### src/rtl/aes_output_collector.sv
// Reassembles the byte-serial ciphertext stream of the AES core into 128-bit
// blocks (first byte at the MSB end) and buffers them in a small FIFO.
module aes_output_collector #(
  parameter int DEPTH     = 2,
  parameter int LEAD_SKIP = 1
) (
  input  logic         clk,
  input  logic         reset,
  input  logic         ready_in,
  input  logic [7:0]   data_in,
  output logic [127:0] block_out,
  output logic         block_valid,
  input  logic         block_ack,
  output logic         err_short,
  output logic         err_overflow,
  input  logic         clr_err,
  output logic [15:0]  block_count
);

  localparam int PW = $clog2(DEPTH);
  localparam int CW = PW + 1;

  typedef enum logic [1:0] {IDLE, SKIP, COLLECT, DRAIN} state_t;

  state_t         r_state;
  state_t         w_next;
  logic [7:0]     r_skip;
  logic [3:0]     r_bytes;
  logic [127:0]   r_shift;
  logic [127:0]   w_word;

  logic           w_capture;
  logic           w_push;
  logic           w_short;
  logic           w_load_skip;
  logic           w_dec_skip;
  logic           w_clear_bytes;

  logic [127:0]   r_mem [DEPTH];
  logic [PW-1:0]  r_wr_ptr;
  logic [PW-1:0]  r_rd_ptr;
  logic [CW-1:0]  r_count;
  logic [CW-1:0]  w_count_next;
  logic           r_valid;
  logic           w_rd;
  logic           w_accept;
  logic           w_drop;
  logic           r_err_short;
  logic           r_err_overflow;
  logic [15:0]    r_block_count;

  assign w_word = {r_shift[119:0], data_in};

  always_ff @(posedge clk or posedge reset) begin
    if (reset) r_state <= IDLE;
    else       r_state <= w_next;
  end

  // The IDLE cycle that first sees ready_in already counts as one stale cycle,
  // so SKIP is only visited when more than one stale cycle must be dropped.
  always_comb begin
    w_next        = r_state;
    w_capture     = 1'b0;
    w_push        = 1'b0;
    w_short       = 1'b0;
    w_load_skip   = 1'b0;
    w_dec_skip    = 1'b0;
    w_clear_bytes = 1'b0;
    case (r_state)
      IDLE: begin
        if (ready_in) begin
          w_clear_bytes = 1'b1;
          if (LEAD_SKIP == 0) begin
            w_capture = 1'b1;
            w_next    = COLLECT;
          end else if (LEAD_SKIP == 1) begin
            w_next = COLLECT;
          end else begin
            w_load_skip = 1'b1;
            w_next      = SKIP;
          end
        end
      end
      SKIP: begin
        if (!ready_in) begin
          w_short = 1'b1;
          w_next  = IDLE;
        end else begin
          w_dec_skip = 1'b1;
          if (r_skip == 8'd1) w_next = COLLECT;
        end
      end
      COLLECT: begin
        if (!ready_in) begin
          w_short = 1'b1;
          w_next  = IDLE;
        end else begin
          w_capture = 1'b1;
          if (r_bytes == 4'd15) begin
            w_push = 1'b1;
            w_next = DRAIN;
          end
        end
      end
      DRAIN: begin
        if (!ready_in) w_next = IDLE;
      end
      default: w_next = IDLE;
    endcase
  end

  always_ff @(posedge clk or posedge reset) begin
    if (reset) begin
      r_skip  <= 8'd0;
      r_bytes <= 4'd0;
      r_shift <= 128'd0;
    end else begin
      if (w_load_skip)     r_skip <= 8'(LEAD_SKIP - 1);
      else if (w_dec_skip) r_skip <= r_skip - 8'd1;
      if (w_clear_bytes)   r_bytes <= {3'b000, w_capture};
      else if (w_capture)  r_bytes <= r_bytes + 4'd1;
      if (w_capture)       r_shift <= w_word;
    end
  end

  // A pop is only real when the head was valid; a pop frees the slot the
  // incoming block needs, so push at full is accepted in that case.
  assign w_rd     = r_valid & block_ack;
  assign w_accept = w_push & ((r_count < CW'(DEPTH)) | w_rd);
  assign w_drop   = w_push & ~w_accept;

  always_comb begin
    w_count_next = r_count;
    case ({w_accept, w_rd})
      2'b10:   w_count_next = r_count + 1'b1;
      2'b01:   w_count_next = r_count - 1'b1;
      default: w_count_next = r_count;
    endcase
  end

  always_ff @(posedge clk or posedge reset) begin
    if (reset) begin
      for (int i = 0; i < DEPTH; i++) r_mem[i] <= 128'd0;
      r_wr_ptr      <= '0;
      r_rd_ptr      <= '0;
      r_count       <= '0;
      r_valid       <= 1'b0;
      r_block_count <= 16'd0;
    end else begin
      if (w_accept) begin
        r_mem[r_wr_ptr] <= w_word;
        r_wr_ptr        <= r_wr_ptr + 1'b1;
        r_block_count   <= r_block_count + 16'd1;
      end
      if (w_rd) r_rd_ptr <= r_rd_ptr + 1'b1;
      r_count <= w_count_next;
      r_valid <= (w_count_next != '0);
    end
  end

  // Error events take priority over a clear arriving in the same cycle.
  always_ff @(posedge clk or posedge reset) begin
    if (reset) begin
      r_err_short    <= 1'b0;
      r_err_overflow <= 1'b0;
    end else begin
      if (w_short)      r_err_short <= 1'b1;
      else if (clr_err) r_err_short <= 1'b0;
      if (w_drop)       r_err_overflow <= 1'b1;
      else if (clr_err) r_err_overflow <= 1'b0;
    end
  end

  assign block_out    = r_mem[r_rd_ptr];
  assign block_valid  = r_valid;
  assign err_short    = r_err_short;
  assign err_overflow = r_err_overflow;
  assign block_count  = r_block_count;

endmodule
### config.mk
export PLATFORM = sky130hd
export DESIGN_NAME = aes_output_collector
export DESIGN_NICKNAME = d
export VERILOG_FILES = /design/src/rtl/aes_output_collector.sv
export SDC_FILE = /design/constraint.sdc
export NUM_CORES = 1
export LEC_CHECK = 0
export ABC_AREA = 1
export BUFFER_PORTS_ARGS = -buffer_cell sky130_fd_sc_hd__buf_2
export CORE_MARGIN = 2
export CORE_UTILIZATION = 40
export DETAILED_ROUTE_END_ITERATION = 16
export PLACE_DENSITY = 0.57
export SETUP_SLACK_MARGIN = 0.4
export SKIP_CTS_REPAIR_TIMING = 1
export SLEW_MARGIN = 10
export SYNTH_ARGS = -nofsm -noshare
export SYNTH_HDL_FRONTEND = slang
export SYNTH_SLANG_ARGS = --single-unit
export TNS_END_PERCENT = 100
### constraint.sdc
create_clock -name clk -period 36.4 [get_ports clk]
set_input_delay 5.46 -clock clk [delete_from_list [all_inputs] [get_ports clk]]
set_output_delay 5.46 -clock clk [all_outputs]
set_load 0.01 [all_outputs]
Word-level counts from Yosys, hierarchy flattened
Index checks and enable logic that the tools add are counted.

word-level totals
  flip-flop bits (word level) = 413
  input bits = 13
  output and inout port bits = 147
  logic and storage cells = 78

operators by class
  add/subtract/negate cells = 7
  magnitude comparators = 4
  eq/ne operators = 11
  mux-type cells = 28
  bitwise gates (word level) = 7
  reductions and logical operators = 8

operators with widths
  cell                                                                   number
  128-bit two-way mux                                                    4
  256-bit bitwise mux                                                    1
  128-bit demux with 1-bit select                                        1
  16-bit by 1-bit adder with 16-bit output, second input constant        1
  1-bit two-way mux                                                      12
  2-bit two-way mux                                                      6
  8-bit by 1-bit equality test with 1-bit output, second input constant  1
  4-bit two-way mux                                                      2
  2-bit case mux with 4 select lines                                     1
  2-bit nonzero test                                                     4
  8-bit by 1-bit subtractor with 8-bit output, second input constant     1
  2-bit equality test, second input constant                             3
  3-bit != test, second input constant                                   2
  4-bit by 1-bit adder with 4-bit output, second input constant          1
  2-bit by 1-bit equality test with 1-bit output, second input constant  2
  4-bit equality test, second input constant                             1
  2-bit greater-or-equal comparator, second input constant               2
  2-bit != test, second input constant                                   2
  1-bit inverter with 2-bit output                                       2
  2-bit case mux with 2 select lines                                     1
  4-bit AND reduction                                                    1
  1-bit AND                                                              3
  1-bit adder, second input constant                                     2
  2-bit by 1-bit adder with 2-bit output, second input constant          1
  8 further kinds                                                        8

Longest topological paths before layout
Gate-level depths: netlist of the first run.

  word-level depth = 8
  depth in mapped cells = 12
  mapped depth without buffers = 11

Least setup slack after synthesis of the first run
No wires, ideal clock.

  path kind = input to register
  from = input port block_ack
  to = register r_valid, in the netlist block_valid
  library setup time = 0.065 ns
  data arrival time = 6.744 ns
  required time = 36.335 ns
  path slack = 29.591 ns
  cell stages on the path = 10
  path buffers = 1
  cell sequence = nand2_1 nand2_1 nand3_2 buf_2 ha_1 or2_2 nand2_1 xor2_1 inv_1 nand2_1

on the way
  longest elaborated chain between the ends = 6
  elaborated cells between the ends (all ways) = 7
  classes of those cells = eq/ne (2); mux (1); bitwise (3); reduce/logical (1)

RTL lines
  item                                                                                          line  text
  start: declaration                                                                            13    input logic block_ack,
  1-bit AND (*)                                                                                 128   assign w_rd = r_valid & block_ack;
  1-bit OR                                                                                      129   assign w_accept = w_push & ((r_count < CW'(DEPTH)) | w_rd);
  1-bit AND                                                                                     129
  2-bit by 1-bit equality test with 1-bit output / 2-bit equality test (equally long branches)  134   case ({w_accept, w_rd})
  2-bit case mux with 2 select lines (*)                                                        134
  via w_count_next[1]                                                                           43    logic [CW-1:0] w_count_next;
  2-bit nonzero test (*)                                                                        157   r_valid <= (w_count_next != '0);
  end signal: assignment                                                                        157
  end: declaration                                                                              44    logic r_valid;

Mark *: on every way through the listed nets, which the timed path passes. The rest lies on a longest branch.
A chain may end at the register's enable or synchronous reset.

Final worst setup path of the first run
  from = register r_rd_ptr
  to = output port block_out[102]

on the way
  longest elaborated chain between the ends = 4

RTL lines
  item                                                     line  text
  start: declaration                                       41    logic [PW-1:0] r_rd_ptr;
  start signal: assignment                                 155   if (w_rd) r_rd_ptr <= r_rd_ptr + 1'b1;
  1-bit inverter with 2-bit output (not written as such)   174   assign block_out = r_mem[r_rd_ptr];
  128-bit two-way mux (not written as such) (3 in series)  174
  end: declaration                                         11    output logic [127:0] block_out,

Every way passes these cells. The select of a mux whose other input is x is not followed.

==> flow_summary.toml, run 1 <==
[global_routing]
antenna_found_initial = 0
grt_max_degree = 172
grt_overflow = 0
track_usage = 0.188
grt_pass1_vias = 12700
grt_pass1_wl_um = 67500

[sta]
rsz0062_at_grt = "false"
finalHoldViolCount = 0
max-slew-margin-rel = 0.192
fin_worst_skew_ns = 0.0171
worst_slack_ns = 27.60
timing.final.crit_share = 0.242
setup_violations = 0
layout_min_cycle_time_ns = 8.80
tns_ns = 0
clock.fmax_mhz = 114
worst_pin_slew_ns = 1.21
slew_viol_final = 0

[yosys]
yosys_warnings = 0
yosysTopAreaCell = "dfrtp_1"
syn_area_per_cell_um2 = 8.71
syn_nets = 2008
ys_async_sr_fraction = 1.00
yosys.cell_types.count = 26
synth_seq_area_share = 0.598
ys_ff_latch = 413
synth_enable_flop_cells = 0
synth_top_area_frac = 0.598
synth_area_leaders = "dfrtp_1 60%, nand2_1 18%, o21ai_1 7.0%, o21ai_0 4.1%, inv_1 3.6%"
synth.cell_area_um2 = 17300
netlist_instances = 1985
yosys_most_used_dff = "dfrtp_1"

[detailed_routing]
dr.pass1.iters = 5
wl_per_cell_um = 15.0
vias_per_cell = 4.74
vias = 12800
drc = 0
drt_iter0_drc = 931
drt_wl_total_um = 40500
drtAntennaViolNets = 0

[worst_setup_path]
path_cells = "inv_4 > buf_4 > nand2_1 > nand2_1 > buf_2"
slowest_delay_ns = 0.96
critical_path_class = "reg2out"
cpMaxStageDelayCell = "buf_4"
cp.required_ns = 30.94
end_kind = "output pin"
worstPathArrival_ns = 3.34
path_max_fanout = 95
critical_path.most_common_cell = "nand2_1"
startpoint_type = "flop"

[clock_network]
cts_sinks = 413
path_clk_slew_ns = 0.05
clockBufferDepth = 3
cts_buffers = 45
cts_root_buf = "clkbuf_16"
cts_max_level = 2
clock_latency_ns = 0.57
tritoncts = "built"

[run_status]
status = "complete, no violations"

[final_layout]
nNetsFinal = 2112
stdcell_area_um2 = 19700
diodes = 0
area_growth_pct = 14.0
drive_gt1_frac = 0.120
fin_util = 0.459

[place]
gp_congestion = 0.719
place_area_um2 = 18200
dpl_worst_slack_ns = 28.05
portBuffers = 159
dpl.hpwl_um = 24400

[power]
p_leak_uw = 0.00987
powerDensity_nw_per_um2 = 63.2
ir_drop_uv = 36.0

[floorplanning]
rows = 76
start_util = 0.403
fp.dieH_um = 212
dieArea_um2 = 44900
die_w_um = 212
core_um2 = 42900
io_pins = 160

[min_path]
hold_class = "reg2reg"

[flow_run]
timing.max_cap.violations = 0
per-layer routing:
layer	share of wire	vias to the layer above	track usage
met3	0.041	49	0.0289
met4	0.020	0	0.0532
met5	0	-	0
met1	0.48	6158	0.267
met2	0.46	224	0.299
li1	-	6416	-
synth_stat cells (2+ instances only):
cell / count
nor2_1: 24
a21oi_1: 4
ha_1: 10
xor2_1: 13
nand3_1: 17
xnor2_1: 3
buf_1: 8
o22ai_1: 2
dfrtp_1: 413
buf_4: 8
buf_2: 21
inv_1: 165
clkbuf_1: 39
o21ai_0: 143
buf_6: 36
nand4_1: 3
o21ai_1: 242
nand2_1: 822
nand2_2: 3
nor3_1: 3
worst max-delay path, delay by kind of cell, from the launching register on:
kind | cells | cell delay (ns)
buffers and inverters | 3 | 1.60
DFF | 1 | 0.78
and+or+nand+nor | 2 | 0.31
stage by stage:
stage                     total power (uW)  hold WS (ns)  std cells
final                                 1250         0.463       2710
after global routing                  1330         0.496       2710
after CTS                             1270         0.469       2710
after detailed placement               799         0.461       2627
after global placement                 795         0.451       2627
after floorplan                        722         0.433       1985
power by group:
group	internal, uW	switching [uW]	total (uW)
clock	277	185	462
sequential	524	49.9	574
combinational	48.3	161	210
sequential cells by signal (all words and copies together) (netlist names):
name          flops
r_bytes           4
block_valid       1
r_mem           256
r_skip            8
r_wr_ptr          1
err_overflow      1
block_count      16
r_state           2
r_count           2
r_rd_ptr          1
r_shift         120
err_short         1
cell type report:
class / count / area (um2)
Inverter: 166 / 634
Clock buffer: 69 / 1390
Fill cell: 4287 / 23200
Tap cell: 585 / 732
Clock inverter: 14 / 126
Timing Repair Buffer: 169 / 871
Multi-Input combinational cell: 1294 / 5610
Sequential cell: 413 / 10300
cells in the final DEF (no fill, tap or decap), drive strengths merged:
cell,count
nand3,18
xnor2,3
clkinv,11
nor3,3
nor2,26
nand3b,1
dfrtp,413
ha,10
o22ai,2
clkinvlp,1
or2,1
clkbuf,69
buf,169
bufinv,2
xor2,13
a21oi,4
inv,166
o21ai,385
nand4,3
nand2,825
path summary, 6_finish.rpt:
kind                                 start        endpoint  slack, ns  depth (start not counted)
max in group asynchronous            reset     r_shift[32]      29.01                          4
worst min register to register  r_bytes[3]      r_bytes[3]       0.46                          1
worst max register to register  r_state[0]      r_mem[239]      32.97                         10
worst max-delay path              r_rd_ptr  block_out[102]      27.60                          5
worst min-delay path            r_bytes[3]      r_bytes[3]       0.46                          1
min in group asynchronous            reset     block_valid       5.03                          2
cell families after synthesis:
group | share of synthesized area
flip-flops | 0.598
buffers and inverters | 0.0793
AO/OA/AOI/OAI | 0.113
XOR/XNOR | 0.00811
adder cells (fa/ha/maj) | 0.00724
AND/OR/NAND/NOR | 0.194
Power figures use the tool's default switching activity.
==> run 2, diff against run 1 <==
--- a/config.mk
+++ b/config.mk
@@ -10,7 +10,7 @@
 export CORE_MARGIN = 2
 export CORE_UTILIZATION = 40
 export DETAILED_ROUTE_END_ITERATION = 16
-export PLACE_DENSITY = 0.57
+export PLACE_DENSITY = 0.6
 export SETUP_SLACK_MARGIN = 0.4
 export SKIP_CTS_REPAIR_TIMING = 1
 export SLEW_MARGIN = 10
==> constraint.sdc (replaced) <==
create_clock -name clk -period 7.2 [get_ports clk]
set_input_delay 1.08 -clock clk [delete_from_list [all_inputs] [get_ports clk]]
set_output_delay 1.08 -clock clk [all_outputs]
set_load 0.01 [all_outputs]
==> run 2 against run 1 <==
Compared with the run above: cell area barely moved; global-route usage fell by 0.41 points; clock skew rose by 0.0039 ns; sequential share of layout area barely moved; via count rose by 0.44%; sequential cell count did not move; core utilization barely moved; die area did not move; hold slack improved by 0.00062 ns; largest power group unchanged.
==> flow_summary.toml, run 2 (same netlist as run 1, synthesis figures left out) <==
[run_status]
status = "complete, no violations"

[global_routing]
grt_pass1_wl_um = 66200
grt_pass1_vias = 12500
track_usage = 0.184
antenna_found_initial = 2
grt_max_degree = 189
grt_overflow = 0

[floorplanning]
dieArea_um2 = 44900
start_util = 0.403
fp.dieH_um = 212
die_w_um = 212
rows = 76
io_pins = 160
core_um2 = 42900

[final_layout]
diodes = 0
largest_reg_flops = 256
layout.cells.non_filler = 2707
nNetsFinal = 2111
drive_gt1_frac = 0.120
nFillCells = 4264
layout_common_cells = "821 x nand2_1, 412 x dfrtp_1, 242 x o21ai_1, 163 x inv_1, 159 x buf_2"
layout.cells.most_common = "nand2_1"
area_growth_pct = 13.9
top_register = "r_mem"

[clock_network]
tritoncts = "built"
clock_latency_ns = 0.56
clockBufferDepth = 3
path_clk_slew_ns = 0.05
cts_sinks = 413
cts_buffers = 45
cts_root_buf = "clkbuf_16"
cts_max_level = 2

[power]
pwr-share-comb = 0.170
seqPwrFrac = 0.462
powerDensity_nw_per_um2 = 319
sw_frac_of_total = 0.320
p_leak_uw = 0.00986
clkPwrFrac = 0.368
intPower_uw = 4270
switchingPower_uw = 2010
ir_drop_uv = 186

[worst_setup_path]
critical_path_class = "reg2out"
cpMaxStageDelayCell = "inv_4"
cp.required_ns = 6.12
critPathTopFamily = "buffers and inverters"
end_kind = "output pin"
path_buf_inv = 3
worstPathArrival_ns = 3.34
path_cells = "inv_4 > buf_4 > nand2_1 > nand2_1 > buf_2"
critical_path.most_common_cell = "nand2_1"
path_max_fanout = 79
startpoint_type = "flop"
slowest_delay_ns = 0.83

[sta]
clock.fmax_mhz = 226
max-slew-margin-rel = 0.247
worst_pin_slew_ns = 1.13
rsz0062_at_grt = "false"
timing.final.crit_share = 0.613
tns_ns = 0
setup_violations = 0
fin_worst_skew_ns = 0.0210
finalHoldViolCount = 0
slew_viol_final = 0
layout_min_cycle_time_ns = 4.42

[detailed_routing]
drc = 0
dr.pass1.iters = 5
drtAntennaViolNets = 0
drt_iter0_drc = 951
vias = 12900
wl_per_cell_um = 14.8
vias_per_cell = 4.77
drt_wl_total_um = 40100

[min_path]
hold_class = "reg2reg"

[place]
gp_congestion = 0.765
dpl.hpwl_um = 24000
dp.cells = 2626
portBuffers = 159

[flow_run]
timing.max_cap.violations = 0
-- run 2: cell count changes in the layout (fill, tap and decap cells not counted), sizes merged --
cell      previous run  this run
buf                169       168
bufinv               2         3
clkbuf              69        61
clkinv              11        16
clkinvlp             1         2
inv                166       165
-- run 2: worst paths after layout --
kind	from	end	slack, ns	cells after the start
max in group asynchronous	reset	r_mem[108]	5.00	4
worst max register to register	r_state[0]	r_mem[99]	3.52	10
min in group asynchronous	reset	r_mem[195]	0.73	3
worst max-delay path	r_rd_ptr	block_out[105]	2.78	5
worst min register to register	r_skip[6]	r_skip[6]	0.46	1
worst min-delay path	r_skip[6]	r_skip[6]	0.46	1
-- run 2: metrics by stage --
step	utilization	setup slack, ns	cell area (um2)	power (uW)	hold WS (ns)
global placement	0.424	2.98	18200	4000	0.453
floorplan	-	0.552	17300	3650	0.433
global route	0.459	2.55	19700	6670	0.487
finish	0.459	2.78	19700	6280	0.464
detailed placement	0.424	2.95	18200	4030	0.457
CTS	0.459	2.72	19700	6370	0.467
-- run 2: worst register-to-register path, stage by stage (launching register included) --
cell,delay (ns)
dfrtp_1,0.39
inv_1,0.10
ha_1,0.24
nand2_4,0.52
clkinv_2,0.25
nand2_2,0.16
nor2_4,0.08
nand2_8,0.67
buf_4,0.91
nand2_1,0.16
o21ai_1,0.13
-- run 2: final cells by class --
class / instances / area, um2 / share of cell area
Multi-Input combinational cell: 1294 / 5610 / 0.285
Inverter: 166 / 631 / 0.0320
Clock buffer: 61 / 1300 / 0.0659
Sequential cell: 413 / 10300 / 0.525
Timing Repair Buffer: 168 / 888 / 0.0451
Clock inverter: 20 / 193 / 0.00978
Tap cell: 585 / 732 / 0.0372
-- run 2: power groups by stage --
stage | clock network (uW) | registers, uW | logic [uW]
3_5_place_dp | 0 | 2950 | 1080
6_report | 2310 | 2900 | 1060
5_1_grt | 2470 | 2950 | 1240
3_3_place_gp | 0 | 2940 | 1060
4_1_cts | 2370 | 2910 | 1090
2_1_floorplan | 0 | 2830 | 822
-- run 2: metal layers --
layer,GRT usage,share of wire,up-vias
met5,0,0,-
met4,0.0493,0.019,0
met3,0.0309,0.047,51
met2,0.290,0.45,249
met1,0.264,0.48,6187
li1,-,-,6416
